--- src/rtl/i2c_host_arbiter.sv ---
// rtl/i2c_host_arbiter.sv - per-transaction round-robin owner of one shared I2C bus
// Losing hosts are held off by stretching SCL low in their view of the bus.
module i2c_host_arbiter #(
  parameter int NumHosts    = 2,
  parameter int IdleTimeout = 1024
) (
  input  logic                clk_i,
  input  logic                rst_ni,
  input  logic [NumHosts-1:0] host_scl_o_i,
  input  logic [NumHosts-1:0] host_scl_en_i,
  input  logic [NumHosts-1:0] host_sda_o_i,
  input  logic [NumHosts-1:0] host_sda_en_i,
  output logic [NumHosts-1:0] host_scl_i_o,
  output logic [NumHosts-1:0] host_sda_i_o,
  input  logic                bus_scl_i,
  input  logic                bus_sda_i,
  output logic                bus_scl_o,
  output logic                bus_scl_en_o,
  output logic                bus_sda_o,
  output logic                bus_sda_en_o,
  output logic [NumHosts-1:0] grant_o,
  output logic                busy_o
);

  localparam int PtrW = (NumHosts > 1) ? $clog2(NumHosts) : 1;
  localparam int CntW = $clog2(IdleTimeout);

  typedef enum logic {
    ST_IDLE    = 1'b0,
    ST_GRANTED = 1'b1
  } state_e;

  state_e              r_state, w_state_nx;
  logic [NumHosts-1:0] r_grant, w_grant_nx;
  logic [PtrW-1:0]     r_ptr, w_ptr_nx;
  logic [CntW-1:0]     r_cnt, w_cnt_nx;
  logic                r_start_seen, w_start_nx;

  logic [1:0]          r_scl_sync, r_sda_sync;
  logic                r_scl_q, r_sda_q;
  logic                w_scl_s, w_sda_s;

  logic [NumHosts-1:0] w_scl_low, w_sda_low, w_req;
  logic                w_found;
  logic [PtrW-1:0]     w_win_idx, w_idx;
  logic                w_gnt_drive, w_idle_cyc, w_start_cond, w_stop_cond, w_timeout;
  logic                w_gnt_scl_low, w_gnt_sda_low;

  // Synchronizers idle high so reset never looks like a START or STOP.
  always_ff @(posedge clk_i or negedge rst_ni) begin
    if (!rst_ni) begin
      r_scl_sync <= 2'b11;
      r_sda_sync <= 2'b11;
      r_scl_q    <= 1'b1;
      r_sda_q    <= 1'b1;
    end else begin
      r_scl_sync <= {r_scl_sync[0], bus_scl_i};
      r_sda_sync <= {r_sda_sync[0], bus_sda_i};
      r_scl_q    <= r_scl_sync[1];
      r_sda_q    <= r_sda_sync[1];
    end
  end

  assign w_scl_s = r_scl_sync[1];
  assign w_sda_s = r_sda_sync[1];

  assign w_scl_low = host_scl_en_i & ~host_scl_o_i;
  assign w_sda_low = host_sda_en_i & ~host_sda_o_i;
  assign w_req     = w_scl_low | w_sda_low;

  assign w_gnt_drive  = |(r_grant & w_req);
  assign w_idle_cyc   = w_scl_s & w_sda_s & ~w_gnt_drive;
  assign w_start_cond = w_scl_s & r_scl_q & r_sda_q & ~w_sda_s;
  assign w_stop_cond  = w_scl_s & r_scl_q & ~r_sda_q & w_sda_s;
  assign w_timeout    = w_idle_cyc && (r_cnt == CntW'(IdleTimeout - 1));

  always_comb begin
    w_found   = 1'b0;
    w_win_idx = '0;
    w_idx     = '0;
    for (int i = 1; i <= NumHosts; i++) begin
      w_idx = PtrW'((int'(r_ptr) + i) % NumHosts);
      if (!w_found && w_req[w_idx]) begin
        w_found   = 1'b1;
        w_win_idx = w_idx;
      end
    end
  end

  always_ff @(posedge clk_i or negedge rst_ni) begin
    if (!rst_ni) begin
      r_state      <= ST_IDLE;
      r_grant      <= '0;
      r_ptr        <= PtrW'(NumHosts - 1);
      r_cnt        <= '0;
      r_start_seen <= 1'b0;
    end else begin
      r_state      <= w_state_nx;
      r_grant      <= w_grant_nx;
      r_ptr        <= w_ptr_nx;
      r_cnt        <= w_cnt_nx;
      r_start_seen <= w_start_nx;
    end
  end

  always_comb begin
    w_state_nx = r_state;
    w_grant_nx = r_grant;
    w_ptr_nx   = r_ptr;
    w_cnt_nx   = r_cnt;
    w_start_nx = r_start_seen;
    case (r_state)
      ST_IDLE: begin
        if (w_found) begin
          w_state_nx = ST_GRANTED;
          w_grant_nx = {{(NumHosts-1){1'b0}}, 1'b1} << w_win_idx;
          w_ptr_nx   = w_win_idx;
          w_cnt_nx   = '0;
          w_start_nx = 1'b0;
        end
      end
      ST_GRANTED: begin
        if (w_start_cond) begin
          w_start_nx = 1'b1;
        end
        w_cnt_nx = w_idle_cyc ? r_cnt + CntW'(1) : '0;
        if ((w_stop_cond && r_start_seen) || w_timeout) begin
          w_state_nx = ST_IDLE;
          w_grant_nx = '0;
          w_cnt_nx   = '0;
          w_start_nx = 1'b0;
        end
      end
      default: begin
        w_state_nx = ST_IDLE;
        w_grant_nx = '0;
      end
    endcase
  end

  // Pads are open-drain: enable only when the owner pulls a line low.
  assign w_gnt_scl_low = |(r_grant & w_scl_low);
  assign w_gnt_sda_low = |(r_grant & w_sda_low);
  assign bus_scl_en_o  = w_gnt_scl_low;
  assign bus_sda_en_o  = w_gnt_sda_low;
  assign bus_scl_o     = |(r_grant & host_scl_o_i) & ~w_gnt_scl_low;
  assign bus_sda_o     = |(r_grant & host_sda_o_i) & ~w_gnt_sda_low;

  assign host_scl_i_o = (|r_grant) ? (r_grant & {NumHosts{bus_scl_i}}) : {NumHosts{bus_scl_i}};
  assign host_sda_i_o = {NumHosts{bus_sda_i}};

  assign grant_o = r_grant;
  assign busy_o  = (r_state == ST_GRANTED);

endmodule
--- config.mk ---
export PLATFORM = sky130hd
export DESIGN_NAME = i2c_host_arbiter
export DESIGN_NICKNAME = d
export VERILOG_FILES = /design/src/rtl/i2c_host_arbiter.sv
export SDC_FILE = /design/constraint.sdc
export NUM_CORES = 1
export LEC_CHECK = 0
export BUFFER_PORTS_ARGS = -buffer_cell sky130_fd_sc_hd__clkbuf_2
export CAP_MARGIN = 25
export CORE_MARGIN = 2
export CORE_UTILIZATION = 45
export CTS_CLUSTER_SIZE = 30
export DETAILED_ROUTE_END_ITERATION = 6
export PLACE_DENSITY = 0.74
export SYNTH_ARGS = -nofsm -noshare
export SYNTH_HDL_FRONTEND = slang
export SYNTH_SLANG_ARGS = --single-unit
export TNS_END_PERCENT = 10
--- constraint.sdc ---
create_clock -name clk_i -period 2.5 [get_ports clk_i]
set_clock_uncertainty 0.1 [all_clocks]
set_input_delay 0.625 -clock clk_i [delete_from_list [all_inputs] [get_ports clk_i]]
set_output_delay 0.625 -clock clk_i [all_outputs]
set_load 0.1 [all_outputs]
-- Word-level counts from Yosys, hierarchy flattened
Index checks and enable logic that the tools add are counted.
- shifts and indexed selects: 1
- add/subtract/negate cells: 3
- eq/ne operators: 4
- bitwise gates (word level): 26
- mux-type cells: 23
- $lt $le $gt $ge: 2
- reductions and logical operators: 14
- operators by type and width (operator ; count):
    $mux W10 ; 3
    $pmux W10 S2 ; 1
    $and A2 B2 Y2 ; 8
    $mux W1 ; 13
    $reduce_or A2 Y1 ; 6
    $add A10 B1 Y10 const B ; 1
    $eq A10 B10 Y1 const B ; 1
    $and A1 B1 Y1 ; 9
    $mux W2 ; 3
    $not A1 Y1 ; 6
    $reduce_and A2 Y1 ; 3
    $lt A1 B2 Y1 const B ; 2
    $not A2 Y2 ; 2
    $pmux W1 S2 ; 2
    $pmux W2 S2 ; 1
    $logic_and A1 B1 Y1 ; 3
    $ne A3 B1 Y1 const B ; 1
    $add A1 B1 Y1 const B ; 2
    $ne A2 B1 Y1 const B ; 1
    $ne A2 B2 Y1 const B ; 1
    $or A2 B2 Y2 ; 1
    $shl A1 B1 Y2 const A ; 1
    $logic_not A1 Y1 ; 1
    $logic_or A1 B1 Y1 ; 1
- word-level logic and storage cells: 82
- input port bits: 12
- output and inout port bits: 11
- bits in registers: 21

-- Depth between registers and ports, before layout
Gate-level depths: netlist of run 1.
- word-level depth: 12
- mapped depth: 6
- gate-level depth less buffers: 5

-- Worst setup path after synthesis of run 1
OpenSTA, ideal clock, no wires.
- path kind: register to output
- from: register r_grant[1], in the netlist grant_o[1]
- to: output bus_scl_o
- required time: 1775 ps
- setup slack: -2942 ps
- arrival time: 4717 ps
- stages on the path, launching flop included: 4
- path buffers: 0
- path through: dfrtp_1 inv_1 o21ai_0 nor2_1
- cells in the longest elaborated chain, start to end: 4
- elaborated cells between the ends (all ways): 6
- classes of those cells: bitwise: 4; reduce/logical: 2
- ends and longest elaborated chain (what ; line ; RTL):
    from (decl) ; 34 ; logic [NumHosts-1:0] r_grant, w_grant_nx;
    from (signal assigned) ; 99 ; r_grant <= w_grant_nx;
    $and A2 B2 Y2 ; 142 ; assign w_gnt_scl_low = |(r_grant & w_scl_low);
    $reduce_or A2 Y1 ; 142 ;
    named net bus_scl_en_o ; 18 ; output logic bus_scl_en_o,
    $not A1 Y1 ; 146 ; assign bus_scl_o = |(r_grant & host_scl_o_i) & ~w_gnt_scl_low;
    $and A1 B1 Y1 ; 146 ;
    to (decl) ; 17 ; output logic bus_scl_o,
The timed path passes the listed nets, and every way through them passes these cells.

-- Worst setup path after layout of run 1
- from: register r_grant[1], in the netlist grant_o[1]
- to: output host_scl_i_o[0]
- cells in the longest elaborated chain, start to end: 2
- ends and longest elaborated chain (what ; line ; RTL):
    $reduce_or A2 Y1 ; 149 ; assign host_scl_i_o = (|r_grant) ? (r_grant & {NumHosts{bus_scl_i}}) : {NumHosts{bus_scl_i}};
    $mux W2 ; 149 ;
    to (decl) ; 13 ; output logic [NumHosts-1:0] host_scl_i_o,
No other way between the ends.

==> results of run 1 <==
[flip-flops by register name (all words and copies together), names as in the netlist]
signal,count
busy_o,1
grant_o,2
r_scl_sync,2
r_ptr,1
r_scl_q,1
r_sda_q,1
r_sda_sync,2
r_cnt,10
r_start_seen,1
[kinds of logic after synthesis]
family | Yosys count | synth area share, %
AND/OR/NAND/NOR | 55 | 27.0
AO/OA/AOI/OAI | 34 | 22.5
flip-flops | 21 | 44.0
buffers and inverters | 10 | 4.02
XOR/XNOR | 1 | 0.721
multiplexers | 1 | 0.824
adder cells (fa/ha/maj) | 1 | 1.03
[cells in the final DEF, fill, tap and decap left out, types with 2 or more instances in the layout]
master	count
o21a_1	2
a31oi_1	4
clkbuf_2	18
nand3b_1	8
nor2b_1	5
nand2b_1	3
clkbuf_4	3
buf_12	4
nor2_4	2
dfstp_2	7
dfrtp_2	2
a22oi_1	3
nand2_1	9
inv_1	4
o2bb2ai_1	3
nor2_1	5
dfrtp_1	12
nand3_1	9
o211ai_1	3
o21ai_0	6
nand4_1	3
nor3_1	2
[area by class of cell]
class / count / share of cell area [%]
timing repair buffer: 23 / 12.1
clock buffer: 3 / 1.54
sequential: 21 / 36.6
multi-input combinational: 92 / 45.6
tap: 30 / 2.56
inverter: 4 / 1.02
clock inverter: 1 / 0.512
[layer usage]
| metal | GRT usage (%) | wire (µm) |
|---|---|---|
| met5 | 0 | 0 |
| met2 | 28.7 | 1340 |
| met4 | 8.16 | 39 |
| met3 | 5.12 | 110 |
| met1 | 23.4 | 1180 |
[per-stage QoR]
stage / total power, µW / cell area (µm²) / setup slack, ns
CTS: 1350 / 1470 / 0.207
floorplan: 995 / 1250 / -0.0855
global placement: 1160 / 1440 / 0.412
detailed placement: 1180 / 1440 / 0.358
finish: 1340 / 1470 / 0.230
global route: 1400 / 1470 / 0.137
[critical path, delay by kind of cell (launching register included)]
| kind | cells | cell delay [ns] |
|---|---|---|
| AO/OA/AOI/OAI | 1 | 0.13 |
| buffers and inverters | 2 | 0.63 |
| flip-flops | 1 | 0.47 |
[worst paths after layout]
kind | to | cells past startpoint
max | host_scl_i_o[0] | 3
min | r_cnt[7]$_DFFE_PN0P_ | 1
max reg2reg | r_start_seen$_DFFE_PN0P_ | 4
min reg2reg | r_sda_sync[1]$_DFF_PN1_ | 0
max in group asynchronous | grant_o[1]$_DFFE_PN0P_ | 1
min in group clk_i | r_sda_sync[1]$_DFF_PN1_ | 0
[power by group through the flow]
stage	clock (µW)	sequential, µW	combinational [µW]
after floorplan	0	544	450
after global placement	0	448	715
after detailed placement	0	454	724
after CTS	177	448	727
after global routing	196	457	752
final	168	449	722
==> results by group, run 1 <==
Critical path
  • Worst path arrival time: 1.54 ns
  • Critical-path top delay cell: dfrtp_2
  • CP peak stage delay: 0.47 ns
  • Setup CP Type: flip-flop to primary output
  • CP required: 1.77 ns
  • Crit-path cells: inv_1 > o21a_1 > clkbuf_2
  • Startpoint Class: flip-flop
  • Setup crit end kind: primary output
  • FF-to-FF Start: grant_o[0]$_DFFE_PN0P_
  • R2r setup slk: 0.62 ns
  • Critical Path Fanout Max: 7
  • Crit path from: grant_o[1]$_DFFE_PN0P_

Die
  • Core area: 2520 µm²
  • Floorplan die height: 56.0 µm
  • Die Width: 56.0 µm
  • Starting Density: 48.2%
  • Die ar.: 3130 µm²
  • Io pins: 23
  • Row cnt: 18

Clock network
  • Clock-pin slew of the registers on the worst-case setup and hold paths: 0.12 ns
  • Htree depth: 1
  • CTS Sinks: 21
  • Worst-skew pair later-pin latency: 0.31 ns
  • Clk buf depth: 2
  • CTS Root Cell: clkbuf_4
  • CTS-repair resized insts: 0
  • Cts hold-fix bufs: 0
  • # Post-CTS Setup Buffers: 0
  • Total CTS buffers: 3
  • CTS tree: yes

Timing
  • Crit path time final: 2.27 ns
  • FMAX: 441 MHz
  • Setup tns final: 0 ns
  • Period utilization: 90.8%
  • Hold slack: 0.165 ns
  • Worst-Margin Slew: 0.548 ns
  • Final hold vios: 0
  • Final setup violating endpoints: 0
  • Max Slew Vio Count: 0
  • Max transition margin: 63.6%
  • RSZ-0062 raised after global routing: no

Power and ir drop
  • P_leak: 0.000585 µW
  • Clock share of power: 12.6%
  • Pint: 644 µW
  • Sw Share: 51.9%
  • Switching power: 695 µW
  • Maximum vdd drop: 1010 µV
  • Register share of total power: 33.5%
  • Cell area power density: 913 nW/µm²
  • Combinational share of power: 53.9%

Logic synthesis
  • Cell variety after synth: 41
  • Most common cell in the netlist: dfrtp_1
  • Seq cells post-synth: 21
  • Synth warn: 0
  • Netlist Area Pre-Place: 1210 µm²
  • Number of synthesized flops with an enable pin: 0
  • Synth area leader: dfrtp_1
  • Most used flip-flop cell after synthesis: dfrtp_1
  • Synth top area share: 28.8%
  • Cells after Synth: 123
  • Synth area leaders: dfrtp_1 (29%), dfstp_2 (15%), nand3b_1 (4.9%), nand3_1 (3.7%), nand2_1 (3.1%)
  • Sequential area share after synthesis: 44.0%
  • Syn Nets: 136
  • Syn Area/Cell: 9.88 µm²
  • Asr flop ratio synth: 100%
  • Post-synth top cells: dfrtp_1 (14), nand2_1 (10), nand3_1 (9), nand3b_1 (8)

Placed design
  • Placed Instances: 170
  • # port buffers: 22
  • Placer Congestion: 0.779
  • Detailed placer's ending HPWL: 2030 µm

Drt
  • Routed WL: 2670 µm
  • Vias per cell: 6.06
  • DR pass1 iterations: 4
  • DR DRC count: 0
  • 1st-iter DRT viols: 23
  • Final ANT Viol Nets: 0
  • Via Count: 1054
  • DR WL/cell: 15.3 µm

Global routing
  • Global Route Usage Sum: 18.3%
  • Number of global-route vias before repair: 1045
  • Initial antenna violation count: 0
  • Pin count of the biggest net entering global routing: 22
  • Global-route wire length before repair: 4550 µm
  • Final global-route overflow total: 0

Final layout
  • Share of cells above drive strength 1: 32.6%
  • Synth-to-layout area growth: 20.7%
  • Final nets: 158
  • Fin util: 58.1%
  • Register area: 537 µm²
  • Fillers: 214
  • N_diodes: 0
  • Footprint of the multi-input gates: 669 µm²
  • Non-Filler Instances: 174

Run
  • Max-Cap Viols: 0

Run status
  • Outcome: finished, final reports clean

Worst hold path
  • Hold WC Path Type: input pin to async pin
(Power assumes the default switching activity.)
==> run 2, diff against run 1 <==
- CTS_BUF_LIST: not set -> sky130_fd_sc_hd__clkbuf_16
==> run 2 against run 1 <==
Setup slack improved by 0.076 ns. First-iteration DRC count increased by 17%. Non-clock buffer count stayed put. Register-to-register slack about the same. Critical endpoint unchanged. Count of clock-buffer cells in the layout stayed put. Largest cell class unchanged. Via count increased by 1.8%. Wire length is 3.4% higher.
==> results by group, run 2 (synthesized netlist as in run 1, its figures left out) <==
Critical path
  • FF-to-FF Start: grant_o[0]$_DFFE_PN0P_
  • Setup crit end kind: primary output
  • R2r setup slk: 0.62 ns
  • Crit path buf inv count: 2
  • R2R Path End: r_start_seen$_DFFE_PN0P_
  • Critical-path top delay cell: dfrtp_2
  • Startpoint Class: flip-flop
  • CP peak stage delay: 0.45 ns
  • Worst path arrival time: 1.47 ns
  • Crit path max-delay family: buffers and inverters
  • CP required: 1.77 ns
  • Reg2Reg Depth: 4
  • Crit-path cells: inv_1 > o21a_1 > clkbuf_2
  • Critical Path Fanout Max: 7
  • Setup CP Type: flip-flop to primary output

Global routing
  • Final global-route overflow total: 0
  • Number of global-route vias before repair: 1039
  • Initial antenna violation count: 0
  • Global Route Usage Sum: 18.7%
  • Global-route wire length before repair: 4660 µm
  • Pin count of the biggest net entering global routing: 22

Drt
  • Routed WL: 2760 µm
  • Final ANT Viol Nets: 0
  • Via Count: 1073
  • 1st-iter DRT viols: 27
  • Vias per cell: 6.17
  • DR DRC count: 0
  • DR pass1 iterations: 5
  • DR WL/cell: 15.9 µm

Power and ir drop
  • P_leak: 0.000608 µW
  • Cell area power density: 994 nW/µm²
  • Maximum vdd drop: 1010 µV

Die
  • Floorplan die height: 56.0 µm
  • Core area: 2520 µm²
  • Io pins: 23
  • Row cnt: 18
  • Die ar.: 3130 µm²
  • Starting Density: 48.2%
  • Die Width: 56.0 µm

Final layout
  • Reg with most FFs: r_cnt
  • Fillers: 205
  • Share of cells above drive strength 1: 32.6%
  • Fin util: 60.2%
  • N_diodes: 0
  • Most common cell after layout, fill and taps aside: clkbuf_2
  • Final nets: 158
  • Most frequent cells in the layout: clkbuf_2 (18), dfrtp_1 (12), nand3_1 (9), nand2_1 (9), nand3b_1 (8)
  • Synth-to-layout area growth: 25.0%
  • Largest register FFs: 10

Timing
  • FMAX: 456 MHz
  • Final setup violating endpoints: 0
  • Final hold vios: 0
  • Period utilization: 87.8%
  • RSZ-0062 raised after global routing: no
  • Crit path time final: 2.19 ns
  • Setup tns final: 0 ns
  • Max Slew Vio Count: 0
  • Max transition margin: 63.6%
  • Worst-Margin Slew: 0.549 ns

Clock network
  • Total CTS buffers: 3
  • Worst-skew pair later-pin latency: 0.25 ns
  • Cts hold-fix bufs: 0
  • CTS-repair resized insts: 0
  • Htree depth: 1
  • CTS Root Cell: clkbuf_16
  • CTS Sinks: 21
  • Clock-pin slew of the registers on the worst-case setup and hold paths: 0.06 ns
  • CTS tree: yes
  • Clk buf depth: 2
  • # Post-CTS Setup Buffers: 0

Run
  • Max-Cap Viols: 0

Placed design
  • # port buffers: 22
  • Placer Congestion: 0.779
  • Detailed placer's ending HPWL: 2030 µm

Run status
  • Outcome: finished, final reports clean

Worst hold path
  • Hold WC Path Type: input pin to async pin
==> run 2: cell counts in the layout (fill, tap and decap cells not counted) <==
Identical to the previous run, type by type.
==> run 2: metal layers <==
layer  track usage (%)  up-vias  wire, µm
met5                 0        -         0
met4              7.82        0        23
met3              4.65        4       157
met2              30.1       36      1380
met1              23.8      524      1200
li1                  -      509         -
==> run 2: worst max-delay path by stage <==
stage	startpoint	to	slack, ns	depth (start not counted)
global route	grant_o[1]$_DFFE_PN0P_	host_scl_i_o[0]	0.24	3
finish	grant_o[1]$_DFFE_PN0P_	host_scl_i_o[0]	0.31	3
CTS	grant_o[1]$_DFFE_PN0P_	host_scl_i_o[0]	0.30	3
floorplan	grant_o[1]$_DFFE_PN0P_	bus_scl_o	-0.09	3
global placement	host_scl_o_i[1]	bus_scl_o	0.41	5
detailed placement	host_scl_o_i[1]	r_start_seen$_DFFE_PN0P_	0.36	5
==> run 2: report_power, final <==
group	switching, µW	internal, µW	total (µW)
combinational	532	191	722
clock	122	216	338
sequential	56.8	393	450
total	710	800	1510
==> run 2: layout make-up <==
cell class / count / area, µm² / area share, %
tap: 30 / 37.5 / 2.47
clock buffer: 3 / 75.1 / 4.94
sequential: 21 / 537 / 35.3
clock inverter: 1 / 7.51 / 0.494
inverter: 4 / 15.0 / 0.988
multi-input combinational: 92 / 669 / 44.1
timing repair buffer: 23 / 178 / 11.7
==> run 2: stage by stage <==
stage	cell area, µm²	setup WS (ns)	total power, µW	hold WS (ns)	instances
6_report	1520	0.306	1510	0.236	174
5_1_grt	1520	0.245	1580	0.258	174
4_1_cts	1520	0.298	1520	0.254	174
3_5_place_dp	1440	0.358	1180	0.249	170
3_3_place_gp	1440	0.412	1160	0.247	170
2_1_floorplan	1250	-0.0855	995	0.229	123
